===== src/rtl/hpdmc_initseq_pkg.sv =====
// ============================================================================
// hpdmc_initseq_pkg: shared states, SDRAM command words and CSR register
// indices for the SDRAM power-up sequencer.
// Revision: 1.0
// ============================================================================
`default_nettype none

package hpdmc_initseq_pkg;

  typedef enum logic [3:0] {
    ST_IDLE = 4'd0,
    ST_CKE  = 4'd1,
    ST_PRE1 = 4'd2,
    ST_EMRS = 4'd3,
    ST_MRSD = 4'd4,
    ST_PRE2 = 4'd5,
    ST_REF1 = 4'd6,
    ST_REF2 = 4'd7,
    ST_MRS  = 4'd8,
    ST_TIMW = 4'd9,
    ST_RUN  = 4'd10
  } state_t;

  localparam logic [31:0] CMD_PRE    = 32'h0000_400B;
  localparam logic [31:0] CMD_REF    = 32'h0000_000D;
  localparam logic [31:0] CMD_LMR    = 32'h0000_000F;
  localparam logic [31:0] CMD_CKE_ON = 32'h0000_0007;
  localparam logic [31:0] CMD_RUN_ON = 32'h0000_0004;
  // Bank-address bit that steers a load-mode command to the extended register
  localparam logic [31:0] BA_EMR     = 32'h0002_0000;

  localparam logic [1:0] REG_SYS = 2'd0;
  localparam logic [1:0] REG_CMD = 2'd1;
  localparam logic [1:0] REG_TIM = 2'd2;

  function automatic logic [31:0] lmr_word(input logic [12:0] mode);
    return CMD_LMR | {15'd0, mode, 4'd0};
  endfunction

endpackage

`default_nettype wire


===== src/rtl/hpdmc_initseq_if.sv =====
// ============================================================================
// hpdmc_initseq_if: CSR bus (address, write strobe, write data, read data).
// Revision: 1.0
// ============================================================================
`default_nettype none

interface hpdmc_initseq_if;
  logic [13:0] csr_a;
  logic        csr_we;
  logic [31:0] csr_di;
  logic [31:0] csr_do;

  modport master (output csr_a, output csr_we, output csr_di, input csr_do);
  modport slave  (input csr_a, input csr_we, input csr_di, output csr_do);
endinterface

`default_nettype wire


===== src/rtl/hpdmc_initseq_timer.sv =====
// ============================================================================
// hpdmc_initseq_timer: 16-bit loadable down-counter that stops at zero.
// Revision: 1.0
// ============================================================================
`default_nettype none

module hpdmc_initseq_timer (
  input  wire logic        clk,
  input  wire logic        rst,
  input  wire logic        i_load,
  input  wire logic [15:0] i_value,
  output logic      [15:0] o_value,
  output logic             o_zero
);

  logic [15:0] r_cnt;

  always_ff @(posedge clk) begin
    if (rst)                r_cnt <= 16'd0;
    else if (i_load)        r_cnt <= i_value;
    else if (r_cnt != 16'd0) r_cnt <= r_cnt - 16'd1;
  end

  assign o_value = r_cnt;
  assign o_zero  = (r_cnt == 16'd0);

endmodule

`default_nettype wire


===== src/rtl/hpdmc_initseq.sv =====
// ============================================================================
// hpdmc_initseq: issues the SDRAM power-up command sequence through the
// controller CSR port and passes host CSR traffic through while idle.
// Revision: 1.0
// ============================================================================
`default_nettype none

module hpdmc_initseq
  import hpdmc_initseq_pkg::*;
#(
  parameter logic [3:0]  csr_addr = 4'h0,
  parameter int          T_INIT   = 20000,
  parameter int          T_RP     = 4,
  parameter int          T_RFC    = 12,
  parameter int          T_DLL    = 200,
  parameter logic [12:0] MR       = 13'h033,
  parameter logic [12:0] EMR      = 13'h000,
  parameter logic [31:0] TIM      = 32'h0000_1F09
) (
  input  wire logic         sys_clk,
  input  wire logic         sys_rst,
  input  wire logic         start,
  output logic              busy,
  output logic              done,
  hpdmc_initseq_if.slave    h_csr,
  hpdmc_initseq_if.master   m_csr
);

  state_t      r_state;
  state_t      w_next;
  state_t      w_succ;
  logic        r_first;
  logic        r_done;
  logic [13:0] r_last_a;
  logic [1:0]  w_reg;
  logic [31:0] w_data;
  logic [15:0] w_delay;
  logic [13:0] w_addr;
  logic        w_idle;
  logic        w_load;
  logic [15:0] w_tmr_val;
  logic        w_tmr_zero;

  assign w_idle = (r_state == ST_IDLE);
  assign w_load = !w_idle && r_first;
  assign w_addr = {csr_addr, 8'd0, w_reg};

  // Per-state write target, payload, wait and successor
  always_comb begin
    w_succ  = ST_IDLE;
    w_reg   = REG_SYS;
    w_data  = 32'd0;
    w_delay = 16'd0;
    case (r_state)
      ST_CKE:  begin w_succ = ST_PRE1; w_reg = REG_SYS; w_data = CMD_CKE_ON;               w_delay = 16'(T_INIT); end
      ST_PRE1: begin w_succ = ST_EMRS; w_reg = REG_CMD; w_data = CMD_PRE;                  w_delay = 16'(T_RP);   end
      ST_EMRS: begin w_succ = ST_MRSD; w_reg = REG_CMD; w_data = BA_EMR | lmr_word(EMR);   w_delay = 16'd2;       end
      ST_MRSD: begin w_succ = ST_PRE2; w_reg = REG_CMD; w_data = lmr_word(MR | 13'h100);   w_delay = 16'(T_DLL);  end
      ST_PRE2: begin w_succ = ST_REF1; w_reg = REG_CMD; w_data = CMD_PRE;                  w_delay = 16'(T_RP);   end
      ST_REF1: begin w_succ = ST_REF2; w_reg = REG_CMD; w_data = CMD_REF;                  w_delay = 16'(T_RFC);  end
      ST_REF2: begin w_succ = ST_MRS;  w_reg = REG_CMD; w_data = CMD_REF;                  w_delay = 16'(T_RFC);  end
      ST_MRS:  begin w_succ = ST_TIMW; w_reg = REG_CMD; w_data = lmr_word(MR);             w_delay = 16'(T_DLL);  end
      ST_TIMW: begin w_succ = ST_RUN;  w_reg = REG_TIM; w_data = TIM;                      w_delay = 16'd0;       end
      ST_RUN:  begin w_succ = ST_IDLE; w_reg = REG_SYS; w_data = CMD_RUN_ON;               w_delay = 16'd0;       end
      default: begin w_succ = ST_IDLE; end
    endcase
  end

  // Leave a state when the counter is about to reach zero so the next write
  // lands exactly delay+1 cycles after this one.
  always_comb begin
    w_next = r_state;
    if (w_idle) begin
      if (start) w_next = ST_CKE;
    end else if (r_first) begin
      if (w_delay == 16'd0) w_next = w_succ;
    end else if (w_tmr_zero || (w_tmr_val == 16'd1)) begin
      w_next = w_succ;
    end
  end

  always_ff @(posedge sys_clk) begin
    if (sys_rst) begin
      r_state  <= ST_IDLE;
      r_first  <= 1'b0;
      r_done   <= 1'b0;
      r_last_a <= 14'd0;
    end else begin
      r_state <= w_next;
      r_first <= (w_next != r_state) && (w_next != ST_IDLE);
      if (w_idle && start)                         r_done <= 1'b0;
      else if (r_state == ST_RUN && w_next == ST_IDLE) r_done <= 1'b1;
      if (w_load) r_last_a <= w_addr;
    end
  end

  hpdmc_initseq_timer u_timer (
    .clk     (sys_clk),
    .rst     (sys_rst),
    .i_load  (w_load),
    .i_value (w_delay),
    .o_value (w_tmr_val),
    .o_zero  (w_tmr_zero)
  );

  // Host owns the controller port only while idle and not starting
  always_comb begin
    m_csr.csr_a  = r_last_a;
    m_csr.csr_we = 1'b0;
    m_csr.csr_di = 32'd0;
    h_csr.csr_do = 32'd0;
    if (w_idle) begin
      m_csr.csr_a  = h_csr.csr_a;
      m_csr.csr_we = h_csr.csr_we & ~start;
      m_csr.csr_di = h_csr.csr_di;
      h_csr.csr_do = m_csr.csr_do;
    end else if (r_first) begin
      m_csr.csr_a  = w_addr;
      m_csr.csr_we = 1'b1;
      m_csr.csr_di = w_data;
    end
  end

  assign busy = !w_idle;
  assign done = r_done;

endmodule

`default_nettype wire


===== src/flat_wrapper.sv =====
// flat-port wrapper written by rule: the top's interface ports become plain ports
module hpdmc_initseq_flat import hpdmc_initseq_pkg::*;
#(
  parameter logic [3:0]  csr_addr = 4'h0,
  parameter int          T_INIT   = 20000,
  parameter int          T_RP     = 4,
  parameter int          T_RFC    = 12,
  parameter int          T_DLL    = 200,
  parameter logic [12:0] MR       = 13'h033,
  parameter logic [12:0] EMR      = 13'h000,
  parameter logic [31:0] TIM      = 32'h0000_1F09
)
  (sys_clk, sys_rst, start, busy, done, h_csr_csr_a, h_csr_csr_we, h_csr_csr_di, h_csr_csr_do, m_csr_csr_a, m_csr_csr_we, m_csr_csr_di, m_csr_csr_do);
  hpdmc_initseq_if h_csr_i ();
  hpdmc_initseq_if m_csr_i ();
  input  wire logic sys_clk;
  input  wire logic sys_rst;
  input  wire logic start;
  output logic busy;
  output logic done;
  input wire logic [$bits(h_csr_i.csr_a)-1:0] h_csr_csr_a;
  input wire logic [$bits(h_csr_i.csr_we)-1:0] h_csr_csr_we;
  input wire logic [$bits(h_csr_i.csr_di)-1:0] h_csr_csr_di;
  output wire logic [$bits(h_csr_i.csr_do)-1:0] h_csr_csr_do;
  output wire logic [$bits(m_csr_i.csr_a)-1:0] m_csr_csr_a;
  output wire logic [$bits(m_csr_i.csr_we)-1:0] m_csr_csr_we;
  output wire logic [$bits(m_csr_i.csr_di)-1:0] m_csr_csr_di;
  input wire logic [$bits(m_csr_i.csr_do)-1:0] m_csr_csr_do;
  assign h_csr_i.csr_a = h_csr_csr_a;
  assign h_csr_i.csr_we = h_csr_csr_we;
  assign h_csr_i.csr_di = h_csr_csr_di;
  assign h_csr_csr_do = h_csr_i.csr_do;
  assign m_csr_csr_a = m_csr_i.csr_a;
  assign m_csr_csr_we = m_csr_i.csr_we;
  assign m_csr_csr_di = m_csr_i.csr_di;
  assign m_csr_i.csr_do = m_csr_csr_do;
  hpdmc_initseq #(.csr_addr(csr_addr), .T_INIT(T_INIT), .T_RP(T_RP), .T_RFC(T_RFC), .T_DLL(T_DLL), .MR(MR), .EMR(EMR), .TIM(TIM)) u_core (.sys_clk(sys_clk), .sys_rst(sys_rst), .start(start), .busy(busy), .done(done), .h_csr(h_csr_i), .m_csr(m_csr_i));
endmodule

===== config.mk =====
export PLATFORM = sky130hd
export DESIGN_NAME = hpdmc_initseq_flat
export DESIGN_NICKNAME = d
export VERILOG_FILES = /design/src/rtl/hpdmc_initseq_pkg.sv /design/src/rtl/hpdmc_initseq_if.sv /design/src/rtl/hpdmc_initseq_timer.sv /design/src/rtl/hpdmc_initseq.sv /design/src/flat_wrapper.sv
export SDC_FILE = /design/constraint.sdc
export NUM_CORES = 1
export LEC_CHECK = 0
export CORE_UTILIZATION = 39
export CTS_CLUSTER_SIZE = 30
export DETAILED_ROUTE_END_ITERATION = 10
export PLACE_DENSITY = 0.88
export RECOVER_POWER = 25
export SLEW_MARGIN = 5
export SYNTH_ARGS = -nofsm -noshare
export SYNTH_HDL_FRONTEND = slang
export SYNTH_HIERARCHICAL = 1
export SYNTH_SLANG_ARGS = --single-unit

===== constraint.sdc =====
create_clock -name sys_clk -period 4.5 [get_ports sys_clk]
set_clock_uncertainty 0.2 [all_clocks]
set_input_delay 0.45 -clock sys_clk [delete_from_list [all_inputs] [get_ports sys_clk]]
set_output_delay 0.45 -clock sys_clk [all_outputs]
set_load 0.03 [all_outputs]

# After elaboration in Yosys (flattened, before gate mapping)
# Index checks and enable logic that the tools add are counted.
[classes] addsub=1 n_eq_ne=12 n_mux=18 bitwise_logic=2 n_reduce_logical=18
[ops] operator="$pmux W18 S8" n=1
[ops] operator="$pmux W15 S5" n=1
[ops] operator="$mux W32" n=2
[ops] operator="$pmux W4 S9" n=1
[ops] operator="$logic_not A16 Y1" n=2
[ops] operator="$mux W16" n=2
[ops] operator="$mux W4" n=5
[ops] operator="$mux W18" n=1
[ops] operator="$eq A16 B1 Y1 const B" n=1
[ops] operator="$eq A4 B3 Y1 const B" n=4
[ops] operator="$reduce_bool A16 Y1" n=1
[ops] operator="$sub A16 B1 Y16 const B" n=1
[ops] operator="$mux W14" n=1
[ops] operator="$eq A4 B4 Y1 const B" n=3
[ops] operator="$eq A4 B2 Y1 const B" n=2
[ops] operator="$logic_not A4 Y1" n=2
[ops] operator="$reduce_or A2 Y1" n=4
[ops] operator="$reduce_or A7 Y1" n=1
[ops] operator="$eq A4 B1 Y1 const B" n=1
[ops] operator="$logic_and A1 B1 Y1" n=4
[ops] operator="$ne A4 B4 Y1" n=1
[ops] operator="$pmux W2 S2" n=1
[ops] operator="$reduce_bool A4 Y1" n=1
[ops] operator="$mux W1" n=2
[ops] operator="6 further kinds" n=6
[word_totals] regBits=24 inputBits=82 wordCells=56

# Logic depth before layout (Yosys ltp)
[depth] ltp_word=9 ltp_mapped=10

# Modules after synthesis
# Netlist, hierarchy kept.
[by_module_without_submodules] module="hpdmc_initseq" n_inst=1 cells_each=210 area_per_inst_um2=1443.9 seq_area_each_um2=160.2
[by_module_without_submodules] module="hpdmc_initseq_timer" n_inst=1 cells_each=112 area_per_inst_um2=902.1 seq_area_each_um2=320.3

# Worst setup path before layout
# Ideal clock, no wire load.
[synth_timing] path_kind="flip-flop to output port" startpoint="reg u_core.r_state[0]" endpoint="out m_csr_csr_di[2]" t_arrival_ns=1.566 path_slack_ns=2.284 path_stages_with_launch=7 cell_sequence="dfxtp_1 buf_2 clkbuf_1 o21ai_0 a21oi_1 a21oi_1 o32ai_1"
[synth_via] elab_chain_len=5
[synth_lines] element="from (decl)" line_no="hpdmc_initseq.sv:29" text="state_t r_state;"
[synth_lines] element="from (signal assigned)" line_no="hpdmc_initseq.sv:89" text="r_state <= w_next;"
[synth_lines] element="$eq A4 B3 Y1 / $eq A4 B2 Y1 (equally long branches)" line_no="hpdmc_initseq.sv:54" text="case (r_state)"
[synth_lines] element="$reduce_or A2 Y1 (no line)"
[synth_lines] element="$pmux W18 S8" line_no="hpdmc_initseq.sv:54"
[synth_lines] element="$mux W18" line_no="hpdmc_initseq.sv:117" text="end else if (r_first) begin"
[synth_lines] element="$mux W32 (*)" line_no="hpdmc_initseq.sv:112" text="if (w_idle) begin"
[synth_lines] element="to (decl)" line_no="flat_wrapper.sv:27" text="output wire logic [$bits(m_csr_i.csr_di)-1:0] m_csr_csr_di;"
# Every way passes the cells marked *; elsewhere a longest branch is shown, timed or not.

# Worst setup path after layout
[layout_timing] startpoint="reg u_core.r_state[3]" endpoint="out m_csr_csr_di[26]"
[layout_via] elab_chain_len=2
[layout_lines] element="$logic_not A4 Y1" line_no="hpdmc_initseq.sv:44" text="assign w_idle = (r_state == ST_IDLE);"
[layout_lines] element="$mux W32" line_no="hpdmc_initseq.sv:112"
# No other way between the ends.

==> impl_metrics.yaml <==
place:
  hpwlAfterDp_um: 7598
  dp_slack_ns: 1.135
  gp_congestion: 0.8756
  port-buffer-count: 162
  place_area_um2: 3994
logic_synthesis:
  synth-edff-count: 0
  netlist_area_um2: 2346
  ys_top_cells_by_area: "dfxtp_1, and2_1, nand2_1"
  ys_seq_elements: 24
  synth_top_flop_cell: "dfxtp_1"
  async_flop_share_pct: 0
  synth_top_area_share_pct: 20.48
  syn_area_per_cell_um2: 7.286
  synthDistinctLibCells: 57
  ys_seq_area_share_pct: 20.48
  yosysTopAreaCell: "dfxtp_1"
  syn_inst: 322
  yosys_warnings: 6
global_routing:
  grt_usage_pct: 29.21
  grt_max_degree: 35
  first_global_vias: 2662
  grt_pass1_wl_um: 14080
  antenna_found_initial: 0
  overflow: 0
clock_tree:
  cts_buffers: 3
  htree_levels: 1
  cts_tree: "built"
  cts_resized: 0
  cts_buffer_depth: 2
  postCtsSetupBuffers: 0
  worstSkewPairLatency_ns: 0.27
  holdBufCountCts: 0
  cts.clk_slew.worst_paths_ns: 0.09
  cts.sinks: 24
  cts_root_buf: "clkbuf_8"
timing:
  fin_crit_sh_pct: 86.68
  drv_slew: 0
  setup_tns_ns: 0
  fmaxAchievable_mhz: 256.4
  final-setup-viol-count: 0
  fin_ws_ns: 0.5995
  finalCriticalPeriod_ns: 3.900
  finalHoldViolCount: 0
  rsz0062_at_grt: "no"
  max_slew.worst_pin.slew_ns: 0.9116
  relSlewSlack_pct: 38.77
  hold_slack_ns: 0.2614
cells_and_area:
  design_area_um2: 4011
  layout_common_cells: "clkdlybuf4s50_1, and2_1, nand2_1"
  fin_nets: 555
  syn_to_final_growth_pct: 70.99
  final_common_cell: "clkdlybuf4s50_1"
  antenna_cells: 0
  drive_gt1_share_pct: 2.979
power_and_ir_drop:
  p_leak_uw: 0.001523
  clockPowerShare_pct: 3.9
  power_density_nw_per_um2: 815.7
  p_sw_uw: 1793
  finalPower_uw: 3272
  p_seq_share_pct: 14.8
  combinationalPowerShare_pct: 81.2
  power.internal_uw: 1479
  ir_drop_mv: 0.6044
  switching_share_pct: 54.80
detailed_routing:
  via_count: 2966
  routed_wl_um: 9547
  final_antenna_net_count: 0
  first_pass_iters: 5
  wl_per_cell_um: 17.61
  viasPerCell: 5.472
  drc: 0
  initialDrtViolationCount: 385
floorplan:
  die_y_um: 79.56
  dieArea_um2: 6330
  coreArea_um2: 5642
  initial_core_util_pct: 41.58
  io_pins: 163
  rows: 27
  die_x_um: 79.56
critical_path:
  crit_cells: 4
  cp.required_ns: 3.85
  path_cells: "nor4_4 > clkbuf_1 > and2_1 > clkdlybuf4s50_1"
  start_kind: "flip-flop"
  critical-path-max-stage-delay_ns: 0.91
  end_kind: "output pin"
  arrival_ns: 3.25
  worstSetupPathType: "flip-flop to output pin"
  crit_buf_inv: 2
  crit_family: "buffers and inverters"
  reg2reg_depth: 7
  crit_fanout: 28
  slowest_stage: "nor4_4"
min_path:
  hold_path_class: "flip-flop to flip-flop"
  hold_depth: 2
outcome:
  status: "completed"
flow_run:
  maxCapViolCount: 0
## metrics by stage
step                util (%)  instances
finish                 71.10        542
global placement       70.79        539
detailed placement     70.79        539
floorplan                  -        327
global route           71.10        542
CTS                    71.52        542
## routing by layer
metal	GRT usage, %	vias to the layer above	part of all wire, %
met4	5.273	0	1.0
li1	-	1415	-
met5	0	-	0
met2	43.76	178	45
met3	5.829	10	10
met1	42.82	1363	44
## logic make-up after synthesis
kind of cell / after synthesis / share of synthesized area [%]
AO/OA/AOI/OAI: 71 / 20.48
XOR/XNOR: 11 / 4.107
adder cells (fa/ha/maj): 2 / 0.9599
buffers and inverters: 33 / 5.760
flip-flops: 24 / 20.48
multiplexers: 6 / 2.560
other: 1 / 0.1598
AND/OR/NAND/NOR: 174 / 45.49
## power groups by stage
stage          Sequential [uW]  Combinational (uW)  Clock (uW)
2_1_floorplan              390                1800           0
3_5_place_dp               481                2680           0
5_1_grt                    500                2820         137
6_report                   485                2660         129
3_3_place_gp               475                2640           0
4_1_cts                    477                2700         128
## worst paths after layout
kind                      startpoint                          to  slack [ns]
hold / removal    u_core/r_last_a[1]          u_core/r_last_a[1]        0.26
setup reg to reg   u_core/r_state[3]  u_core/u_timer/o_value[11]        1.40
setup / recovery   u_core/r_state[3]            m_csr_csr_di[26]        0.60
hold reg to reg   u_core/r_last_a[1]          u_core/r_last_a[1]        0.26
## state kept, by name, summed over array words and instances (netlist names)
signal and flops:
u_core/u_timer/o_value 16, u_core/r_last_a 2, u_core/done 1, u_core/r_first 1, u_core/r_state 4
## cell usage after synthesis (2+ instances only)
| cell | instances |
|---|---|
| nor4_4 | 5 |
| nor2_1 | 19 |
| nand2b_1 | 7 |
| o22ai_1 | 4 |
| dfxtp_1 | 24 |
| o31a_1 | 3 |
| inv_1 | 5 |
| nand4b_1 | 3 |
| nand4_1 | 4 |
| o22a_1 | 3 |
| a211oi_1 | 2 |
| nor2b_1 | 5 |
| buf_2 | 8 |
| o21ai_0 | 15 |
| mux2i_1 | 6 |
| inv_2 | 2 |
| nand3_1 | 6 |
| a21o_1 | 2 |
| clkbuf_1 | 15 |
| xnor2_1 | 3 |
| a22oi_1 | 5 |
| xor2_1 | 8 |
| or2_1 | 2 |
| nor4b_1 | 2 |
| or3_1 | 5 |
| o21ai_1 | 2 |
| nor3b_1 | 3 |
| a21oi_1 | 22 |
| nor4_1 | 2 |
| nand2_1 | 30 |
| nor3_1 | 10 |
| and2_1 | 65 |
## tightest hold or removal path: stages, from the launching register on
cell and delay (ns):
dfxtp_1 0.32, nand2_1 0.05, a21oi_1 0.05
## cell type report
| cell class | count | area (um^2) |
|---|---|---|
| multi-input cells | 270 | 1729 |
| repair buffers | 165 | 1640 |
| fillers | 456 | 1630 |
| flip-flops and latches | 24 | 480.5 |
| well taps | 72 | 90.09 |
| clock buffers | 3 | 41.29 |
| inverters | 8 | 30.03 |
(Power assumes the default switching activity.)
